==> config.mk <==
export PLATFORM = sky130hd
export DESIGN_NAME = racket_control_flat
export DESIGN_NICKNAME = d
export VERILOG_FILES = /design/src/rtl/racket_control_if.sv /design/src/rtl/racket_control.sv /design/src/flat_wrapper.sv
export SDC_FILE = /design/constraint.sdc
export NUM_CORES = 1
export LEC_CHECK = 0
export BUFFER_PORTS_ARGS = -buffer_cell sky130_fd_sc_hd__buf_2
export CAP_MARGIN = 10
export CORE_AREA = 8 8 133 228
export CTS_CLUSTER_DIAMETER = 60
export DETAILED_ROUTE_END_ITERATION = 7
export DIE_AREA = 0 0 141 236
export HOLD_SLACK_MARGIN = 0.05
export PLACE_DENSITY_LB_ADDON = 0.1
export SLEW_MARGIN = 5
export SYNTH_ARGS = -nofsm -noshare
export SYNTH_HDL_FRONTEND = slang
export SYNTH_SLANG_ARGS = --single-unit
==> constraint.sdc <==
create_clock -name clk65MHz -period 4.8 [get_ports clk65MHz]
set_input_delay 0 -clock clk65MHz [delete_from_list [all_inputs] [get_ports clk65MHz]]
set_output_delay 0 -clock clk65MHz [all_outputs]
set_load 0.1 [all_outputs]
==> src/rtl/racket_control_if.sv <==
// Signal bundle between the frame/button sources and the racket controller.
// Handshake: none. Every input is level-sampled on clk65MHz, end_of_frame is a
// one-cycle tick, and serve is a one-cycle output pulse. There is no backpressure.
interface racket_control_if;
   logic        end_of_frame;
   logic        btn_p1_up;
   logic        btn_p1_down;
   logic        btn_p2_up;
   logic        btn_p2_down;
   logic        btn_serve;
   logic        screen_idle;
   logic        screen_multi;
   logic [10:0] y_pos_of_ball;
   logic [9:0]  pos_of_player_1;
   logic [9:0]  pos_of_player_2;
   logic        serve;

   modport master (
      output end_of_frame, btn_p1_up, btn_p1_down, btn_p2_up, btn_p2_down,
             btn_serve, screen_idle, screen_multi, y_pos_of_ball,
      input  pos_of_player_1, pos_of_player_2, serve
   );

   modport slave (
      input  end_of_frame, btn_p1_up, btn_p1_down, btn_p2_up, btn_p2_down,
             btn_serve, screen_idle, screen_multi, y_pos_of_ball,
      output pos_of_player_1, pos_of_player_2, serve
   );
endinterface

==> src/rtl/racket_control.sv <==
// Racket controller: synchronises and debounces the raw buttons, produces a
// one-cycle serve pulse, and updates both racket positions once per frame.
// Player 2 is a ball-tracking CPU racket when screen_multi is low.
module racket_control #(
   parameter int DEBOUNCE_CYCLES = 650000,
   parameter int Y_MIN           = 51,
   parameter int Y_MAX           = 637,
   parameter int SPEED_MIN       = 4,
   parameter int SPEED_MAX       = 16,
   parameter int CPU_SPEED       = 6
) (
   input logic              clk65MHz,
   input logic              rst_n,
   racket_control_if.slave  bus
);

   localparam int CW = (DEBOUNCE_CYCLES > 1) ? $clog2(DEBOUNCE_CYCLES) : 1;
   localparam logic [CW-1:0]     CNT_LAST   = CW'(DEBOUNCE_CYCLES - 1);
   localparam logic [9:0]        POS_CENTRE = 10'((Y_MIN + Y_MAX) / 2);
   localparam logic [4:0]        SPD_MIN    = 5'(SPEED_MIN);
   localparam logic [4:0]        SPD_MAX    = 5'(SPEED_MAX);
   localparam logic signed [12:0] Y_MIN_S   = 13'(Y_MIN);
   localparam logic signed [12:0] Y_MAX_S   = 13'(Y_MAX);
   localparam logic signed [12:0] CPU_S     = 13'(CPU_SPEED);

   typedef enum logic [1:0] {DIR_NONE = 2'd0, DIR_UP = 2'd1, DIR_DOWN = 2'd2} dir_t;

   // Per-racket state: position, speed for the next frame, last frame's direction.
   typedef struct packed {
      logic [9:0] pos;
      logic [4:0] speed;
      dir_t       dir;
   } motion_t;

   localparam motion_t MOTION_RST = '{pos: POS_CENTRE, speed: SPD_MIN, dir: DIR_NONE};

   // Button order: {serve, p2_down, p2_up, p1_down, p1_up}.
   logic [4:0]          w_btn_raw;
   logic [4:0]          r_sync1;
   logic [4:0]          r_sync2;
   logic [4:0]          r_stable;
   logic [4:0][CW-1:0]  r_cnt;
   logic                w_serve_rise;
   logic                r_serve;
   motion_t             r_p1;
   motion_t             r_p2;
   motion_t             w_p1_next;
   motion_t             w_p2_human;
   motion_t             w_p2_cpu;

   assign w_btn_raw = {bus.btn_serve, bus.btn_p2_down, bus.btn_p2_up,
                       bus.btn_p1_down, bus.btn_p1_up};

   function automatic logic [9:0] clamp_pos(input logic signed [12:0] v);
      if (v < Y_MIN_S)      clamp_pos = 10'(Y_MIN);
      else if (v > Y_MAX_S) clamp_pos = 10'(Y_MAX);
      else                  clamp_pos = 10'(v);
   endfunction

   // Human racket: step restarts at SPEED_MIN on any direction change and
   // grows by one per held frame up to SPEED_MAX.
   function automatic motion_t human_step(input motion_t cur, input logic up, input logic dn);
      motion_t           n;
      dir_t              d;
      logic [4:0]        step;
      logic signed [12:0] p;
      logic signed [12:0] s;
      n    = cur;
      step = '0;
      if (up && !dn)      d = DIR_UP;
      else if (dn && !up) d = DIR_DOWN;
      else                d = DIR_NONE;
      if (d == DIR_NONE) begin
         n.speed = SPD_MIN;
      end else if (d != cur.dir) begin
         step    = SPD_MIN;
         n.speed = SPD_MIN + 5'd1;
      end else begin
         step    = cur.speed;
         n.speed = (cur.speed >= SPD_MAX) ? SPD_MAX : cur.speed + 5'd1;
      end
      n.dir = d;
      p     = $signed({3'b000, cur.pos});
      s     = $signed({8'b0, step});
      n.pos = clamp_pos((d == DIR_UP) ? p - s : p + s);
      return n;
   endfunction

   // CPU racket: move toward the clamped ball-centre target without overshoot.
   function automatic motion_t cpu_step(input motion_t cur, input logic [10:0] ball);
      motion_t            n;
      logic [9:0]         target;
      logic signed [12:0] p;
      logic signed [12:0] diff;
      target  = clamp_pos($signed({2'b00, ball}) + 13'sd7 - 13'sd40);
      p       = $signed({3'b000, cur.pos});
      diff    = $signed({3'b000, target}) - p;
      n.speed = SPD_MIN;
      n.dir   = DIR_NONE;
      if (diff > CPU_S)       n.pos = clamp_pos(p + CPU_S);
      else if (diff < -CPU_S) n.pos = clamp_pos(p - CPU_S);
      else                    n.pos = target;
      return n;
   endfunction

   // Serve rises on the exact cycle the debounced serve flips from 0 to 1.
   assign w_serve_rise = r_sync2[4] && !r_stable[4] && (r_cnt[4] == CNT_LAST);

   // Two-flop synchronisers and per-button debounce counters.
   always_ff @(posedge clk65MHz or negedge rst_n) begin
      if (!rst_n) begin
         r_sync1  <= '0;
         r_sync2  <= '0;
         r_stable <= '0;
         r_cnt    <= '0;
      end else begin
         r_sync1 <= w_btn_raw;
         r_sync2 <= r_sync1;
         for (int i = 0; i < 5; i++) begin
            if (r_sync2[i] == r_stable[i]) begin
               r_cnt[i] <= '0;
            end else if (r_cnt[i] == CNT_LAST) begin
               r_cnt[i]    <= '0;
               r_stable[i] <= r_sync2[i];
            end else begin
               r_cnt[i] <= r_cnt[i] + 1'b1;
            end
         end
      end
   end

   // Serve pulse register, held low on the menu screen.
   always_ff @(posedge clk65MHz or negedge rst_n) begin
      if (!rst_n) r_serve <= 1'b0;
      else        r_serve <= w_serve_rise && !bus.screen_idle;
   end

   // Next-frame candidates for each racket.
   always_comb begin
      w_p1_next  = human_step(r_p1, r_stable[0], r_stable[1]);
      w_p2_human = human_step(r_p2, r_stable[2], r_stable[3]);
      w_p2_cpu   = cpu_step(r_p2, bus.y_pos_of_ball);
   end

   // Racket state: idle recentres immediately, otherwise update on the frame tick.
   always_ff @(posedge clk65MHz or negedge rst_n) begin
      if (!rst_n) begin
         r_p1 <= MOTION_RST;
         r_p2 <= MOTION_RST;
      end else if (bus.screen_idle) begin
         r_p1 <= MOTION_RST;
         r_p2 <= MOTION_RST;
      end else if (bus.end_of_frame) begin
         r_p1 <= w_p1_next;
         r_p2 <= bus.screen_multi ? w_p2_human : w_p2_cpu;
      end
   end

   assign bus.pos_of_player_1 = r_p1.pos;
   assign bus.pos_of_player_2 = r_p2.pos;
   assign bus.serve           = r_serve;

endmodule

==> src/flat_wrapper.sv <==
// flat-port wrapper written by rule: the top's interface ports become plain ports
module racket_control_flat 
#(
   parameter int DEBOUNCE_CYCLES = 650000,
   parameter int Y_MIN           = 51,
   parameter int Y_MAX           = 637,
   parameter int SPEED_MIN       = 4,
   parameter int SPEED_MAX       = 16,
   parameter int CPU_SPEED       = 6
)
  (clk65MHz, rst_n, bus_end_of_frame, bus_btn_p1_up, bus_btn_p1_down, bus_btn_p2_up, bus_btn_p2_down, bus_btn_serve, bus_screen_idle, bus_screen_multi, bus_y_pos_of_ball, bus_pos_of_player_1, bus_pos_of_player_2, bus_serve);
  racket_control_if bus_i ();
  input logic clk65MHz;
  input logic rst_n;
  input wire logic [$bits(bus_i.end_of_frame)-1:0] bus_end_of_frame;
  input wire logic [$bits(bus_i.btn_p1_up)-1:0] bus_btn_p1_up;
  input wire logic [$bits(bus_i.btn_p1_down)-1:0] bus_btn_p1_down;
  input wire logic [$bits(bus_i.btn_p2_up)-1:0] bus_btn_p2_up;
  input wire logic [$bits(bus_i.btn_p2_down)-1:0] bus_btn_p2_down;
  input wire logic [$bits(bus_i.btn_serve)-1:0] bus_btn_serve;
  input wire logic [$bits(bus_i.screen_idle)-1:0] bus_screen_idle;
  input wire logic [$bits(bus_i.screen_multi)-1:0] bus_screen_multi;
  input wire logic [$bits(bus_i.y_pos_of_ball)-1:0] bus_y_pos_of_ball;
  output wire logic [$bits(bus_i.pos_of_player_1)-1:0] bus_pos_of_player_1;
  output wire logic [$bits(bus_i.pos_of_player_2)-1:0] bus_pos_of_player_2;
  output wire logic [$bits(bus_i.serve)-1:0] bus_serve;
  assign bus_i.end_of_frame = bus_end_of_frame;
  assign bus_i.btn_p1_up = bus_btn_p1_up;
  assign bus_i.btn_p1_down = bus_btn_p1_down;
  assign bus_i.btn_p2_up = bus_btn_p2_up;
  assign bus_i.btn_p2_down = bus_btn_p2_down;
  assign bus_i.btn_serve = bus_btn_serve;
  assign bus_i.screen_idle = bus_screen_idle;
  assign bus_i.screen_multi = bus_screen_multi;
  assign bus_i.y_pos_of_ball = bus_y_pos_of_ball;
  assign bus_pos_of_player_1 = bus_i.pos_of_player_1;
  assign bus_pos_of_player_2 = bus_i.pos_of_player_2;
  assign bus_serve = bus_i.serve;
  racket_control #(.DEBOUNCE_CYCLES(DEBOUNCE_CYCLES), .Y_MIN(Y_MIN), .Y_MAX(Y_MAX), .SPEED_MIN(SPEED_MIN), .SPEED_MAX(SPEED_MAX), .CPU_SPEED(CPU_SPEED)) u_core (.clk65MHz(clk65MHz), .rst_n(rst_n), .bus(bus_i));
endmodule
==> run summary <==
status - completed
mapped cell area - 0.0108 mm^2
clock-pin slew on the worst setup and hold paths - 0.06 ns
final setup vio count - 0
worst-path cell chain - buf_2 > buf_4 > or3_4 > buf_4 > nand3_1 > mux2_1 > a2111oi_4 > a2111oi_4 > buf_4 > a2bb2oi_4 > nor3_2 > ha_2 > fa_2 > nor2b_1 > a221oi_2 > o211a_1 > o211ai_1 > or4_4 > nor2_4 > nor2_2 > a221o_1 > a21oi_1
Tmin final - 4.56 ns
sequential share of the synthesized area - 35.0%
Pre-antenna DRT Iters - 4
row count - 80
clock sinks - 150
DRC - 0
Die Ht - 236 um
Worst Skew - 0.00902 ns
largest net degree at the start of global routing - 59
PortBufs - 41
largest cells by area after synthesis - dfrtp_1 (33%), nor2_1 (6.7%), ha_1 (6.2%), xor2_1 (5.7%), xnor2_1 (5.6%)
Synth area leader - dfrtp_1
Syn-to-layout area delta - 17.7%
Antenna Nets Post-Route - 0
Mapped Cells - 1282
I/O pins - 42
Reg power frac - 36.8%
Avg Cell Area, Syn - 8.39 um^2
clock network power share - 35.3%
min-delay src - bus_screen_idle
synthesis-stage register bit count - 150
Overflow after GRT - 0
routed vias - 9418
Pint - 2.42 mW
synth unique cells - 90
gr busiest metal - met2
CTS buffer count - 17
antenna cells - 0
Detailed Place HPWL - 22700 um
top cell type's share of synthesized area - 32.6%
aggregate routed wire length - 29700 um
Synth Area in XOR/XNOR - 11.3%
share of cells above drive strength 1 - 17.6%
met3 Use GR - 2.47%
fillers - 2677
grt met1 use - 18.0%
Crit path top cell by count - buf_4
VDD IR max - 0.259 mV
TritonCTS clock tree - yes
Post-synth EDFFs - 0
Crit. End Element - flip-flop
Cell Area, Placed - 0.0119 mm^2
Initial Util - 39.7%
slowest cell on the critical path - or4_4
mux contribution to synthesized area - 1.08%
sum of negative setup slack - 0 ns
worst slew pin tran - 0.817 ns
Final Max Slew Viols - 0
largest family of logic cells by synthesized area - simple AND/OR/NAND/NOR gates
crit-path leading delay family - compound AO/OA/AOI/OAI gates
Gate power share - 28.0%
Worst Hold Class - in -> reg
CP bufs+invs - 4
first-pass GRT wire length - 49400 um
DRT iter0 DRCs - 328
Power Density - 287 mW/mm^2
Placed Cells - 1726
Synth Area in Adders - 7.20%
top_reg_cell synth - dfrtp_1
Die Wd - 141 um
fin cells - 1770
H-tree depth - 4
Cells on Worst Hold Path - 2
WL/cell - 16.8 um
Hold Vio Cnt, Final - 0
vias per inst - 5.32
CP max FO - 6
Critical Path RT - 5.16 ns
compound-gate portion of the synthesized area - 15.9%
root buf cell - clkbuf_16
GP Congestion - 0.900
Worst EP arrival - 4.93 ns
fin area - 0.0127 mm^2
slowest stage delay, CP - 0.60 ns
Final period util - 95.1%
number of global-route vias before repair - 9779
die area - 0.0333 mm^2
initial antenna violation count - 0
crit path kind - in -> reg
Worst slew margin - 45.3%
layout net count - 1467
gr usage total - 18.5%
Simple-Gate Fraction of Synth Area - 23.8%
leakage power - 5.56 nW
FF-to-FF End - u_core.bus.pos_of_player_2[0]$_DFFE_PN0P_
met2 Use GR - 36.2%
YS warnings - 0
Achievable Freq - 0.219 GHz
syn nets - 1361
asr flop ratio synth - 100%
Net Switching - 1.21 mW
Core Region - 0.0271 mm^2
reg2reg path depth - 22
Sw Share - 33.4%
total power - 3.63 mW
CP startpoint kind - input pin
CTS Buffer Depth - 2
worst reg2reg startpoint - u_core.r_stable[2]$_DFFE_PN0P_
WHS Endpoint - u_core.r_p1[0]$_DFFE_PN0P_
max-cap viol count - 0
Worst-Skew Late Latency - 0.44 ns
flop-to-flop setup slack - 0.45 ns
## kinds of logic after synthesis
logic type	Yosys count
buffers and inverters	139
xor gates and xnor gates	139
adders and majority gates	59
muxes	11
and+or+nand+nor	533
AOI/OAI and AO/OA	251
DFF	150
## cell usage after synthesis (5+ instances only)
| cell type | n |
|---|---|
| a211o_1 | 5 |
| a211oi_1 | 8 |
| a21o_1 | 10 |
| a21oi_1 | 69 |
| a22o_1 | 8 |
| a31oi_1 | 14 |
| and2_1 | 8 |
| and3_1 | 21 |
| and4_1 | 8 |
| buf_4 | 20 |
| clkbuf_1 | 35 |
| dfrtp_1 | 140 |
| dfstp_2 | 10 |
| fa_1 | 5 |
| ha_1 | 53 |
| inv_1 | 76 |
| mux2i_1 | 9 |
| nand2_1 | 109 |
| nand2b_1 | 10 |
| nand3_1 | 63 |
| nand4_1 | 24 |
| nor2_1 | 193 |
| nor2b_1 | 7 |
| nor3_1 | 27 |
| nor4_1 | 8 |
| o211ai_1 | 9 |
| o21a_1 | 5 |
| o21ai_0 | 55 |
| or2_2 | 13 |
| or3_1 | 16 |
| xnor2_1 | 69 |
| xor2_1 | 70 |
## sequential cells by signal, summed over array words and instances, names as in the netlist
name and flops:
u_core.bus.pos_of_player_1 10, u_core.bus.pos_of_player_2 10, u_core.bus.serve 1, u_core.r_cnt 100, u_core.r_p1 7, u_core.r_p2 7, u_core.r_stable 5, u_core.r_sync1 5
u_core.r_sync2 5
## final cells by class
class                   instances  area, um^2  area share, %
clock buffers                  21         450           3.56
clock inverters                11         100          0.791
inverters                      78         293           2.31
multi-input cells             993        6560           51.8
flip-flops and latches        150        3770           29.7
well taps                     369         462           3.65
repair buffers                148        1030           8.17
## power groups by stage
stage	Sequential, mW	Combinational (mW)	Clock, mW
3_3_place_gp	1.36	0.975	0
4_1_cts	1.33	0.984	1.34
5_1_grt	1.34	1.10	1.38
2_1_floorplan	1.34	0.620	0
6_report	1.34	1.02	1.28
3_5_place_dp	1.36	0.973	0
## how the worst max path moves through the flow
| stage | depth (start not counted) | endpoint | from |
|---|---|---|---|
| floorplan | 23 | u_core.bus.pos_of_player_2[6]$_DFFE_PN1P_ | bus_y_pos_of_ball[0] |
| global route | 28 | u_core.bus.pos_of_player_2[5]$_DFFE_PN0P_ | bus_y_pos_of_ball[0] |
| finish | 22 | u_core.bus.pos_of_player_2[6]$_DFFE_PN1P_ | bus_y_pos_of_ball[0] |
| global placement | 23 | u_core.bus.pos_of_player_2[7]$_DFFE_PN0P_ | bus_y_pos_of_ball[0] |
| CTS | 22 | u_core.bus.pos_of_player_2[4]$_DFFE_PN1P_ | bus_y_pos_of_ball[0] |
| detailed placement | 27 | u_core.bus.pos_of_player_2[7]$_DFFE_PN0P_ | bus_y_pos_of_ball[0] |
## per-layer routing
layer / vias to the layer above / wire length, um
li1: 4649 / -
met1: 4555 / 10900
met2: 136 / 16700
met3: 78 / 552
met4: 0 / 1480
met5: - / 0
## metrics by stage
| stage | util [%] | setup slack (ns) | hold WS [ns] |
|---|---|---|---|
| CTS | 46.1 | 0.138 | 0.0612 |
| floorplan | - | 0.00852 | -0.296 |
| global route | 46.7 | -0.00152 | 0.0906 |
| finish | 46.7 | 0.235 | 0.0835 |
| global placement | 43.7 | -0.266 | 0.0182 |
| detailed placement | 43.7 | -0.319 | 0.0124 |
## timing repair
action	in CTS	in global routing
endpoints found under the setup margin	0	10
endpoints found under the hold margin	66	0
resized for setup	0	32
hold buffers	8	0
setup buffers	0	4
## layout by cell type (no fill, tap or decap), types with 9 or more instances in the layout
master and instances:
nor2_1 189, dfrtp_1 140, nand2_1 109, buf_4 99, inv_1 76, xor2_1 70, xnor2_1 65, a21oi_1 65
nand3_1 63, o21ai_0 51, ha_1 51, buf_2 40, nor3_1 24, nand4_1 24, and3_1 21, clkbuf_16 17
or3_1 16, a31oi_1 13, or2_2 13, nand2b_1 10, a21o_1 10, dfstp_2 10, o211ai_1 9
No activity file was read; power rests on OpenSTA's default activity.
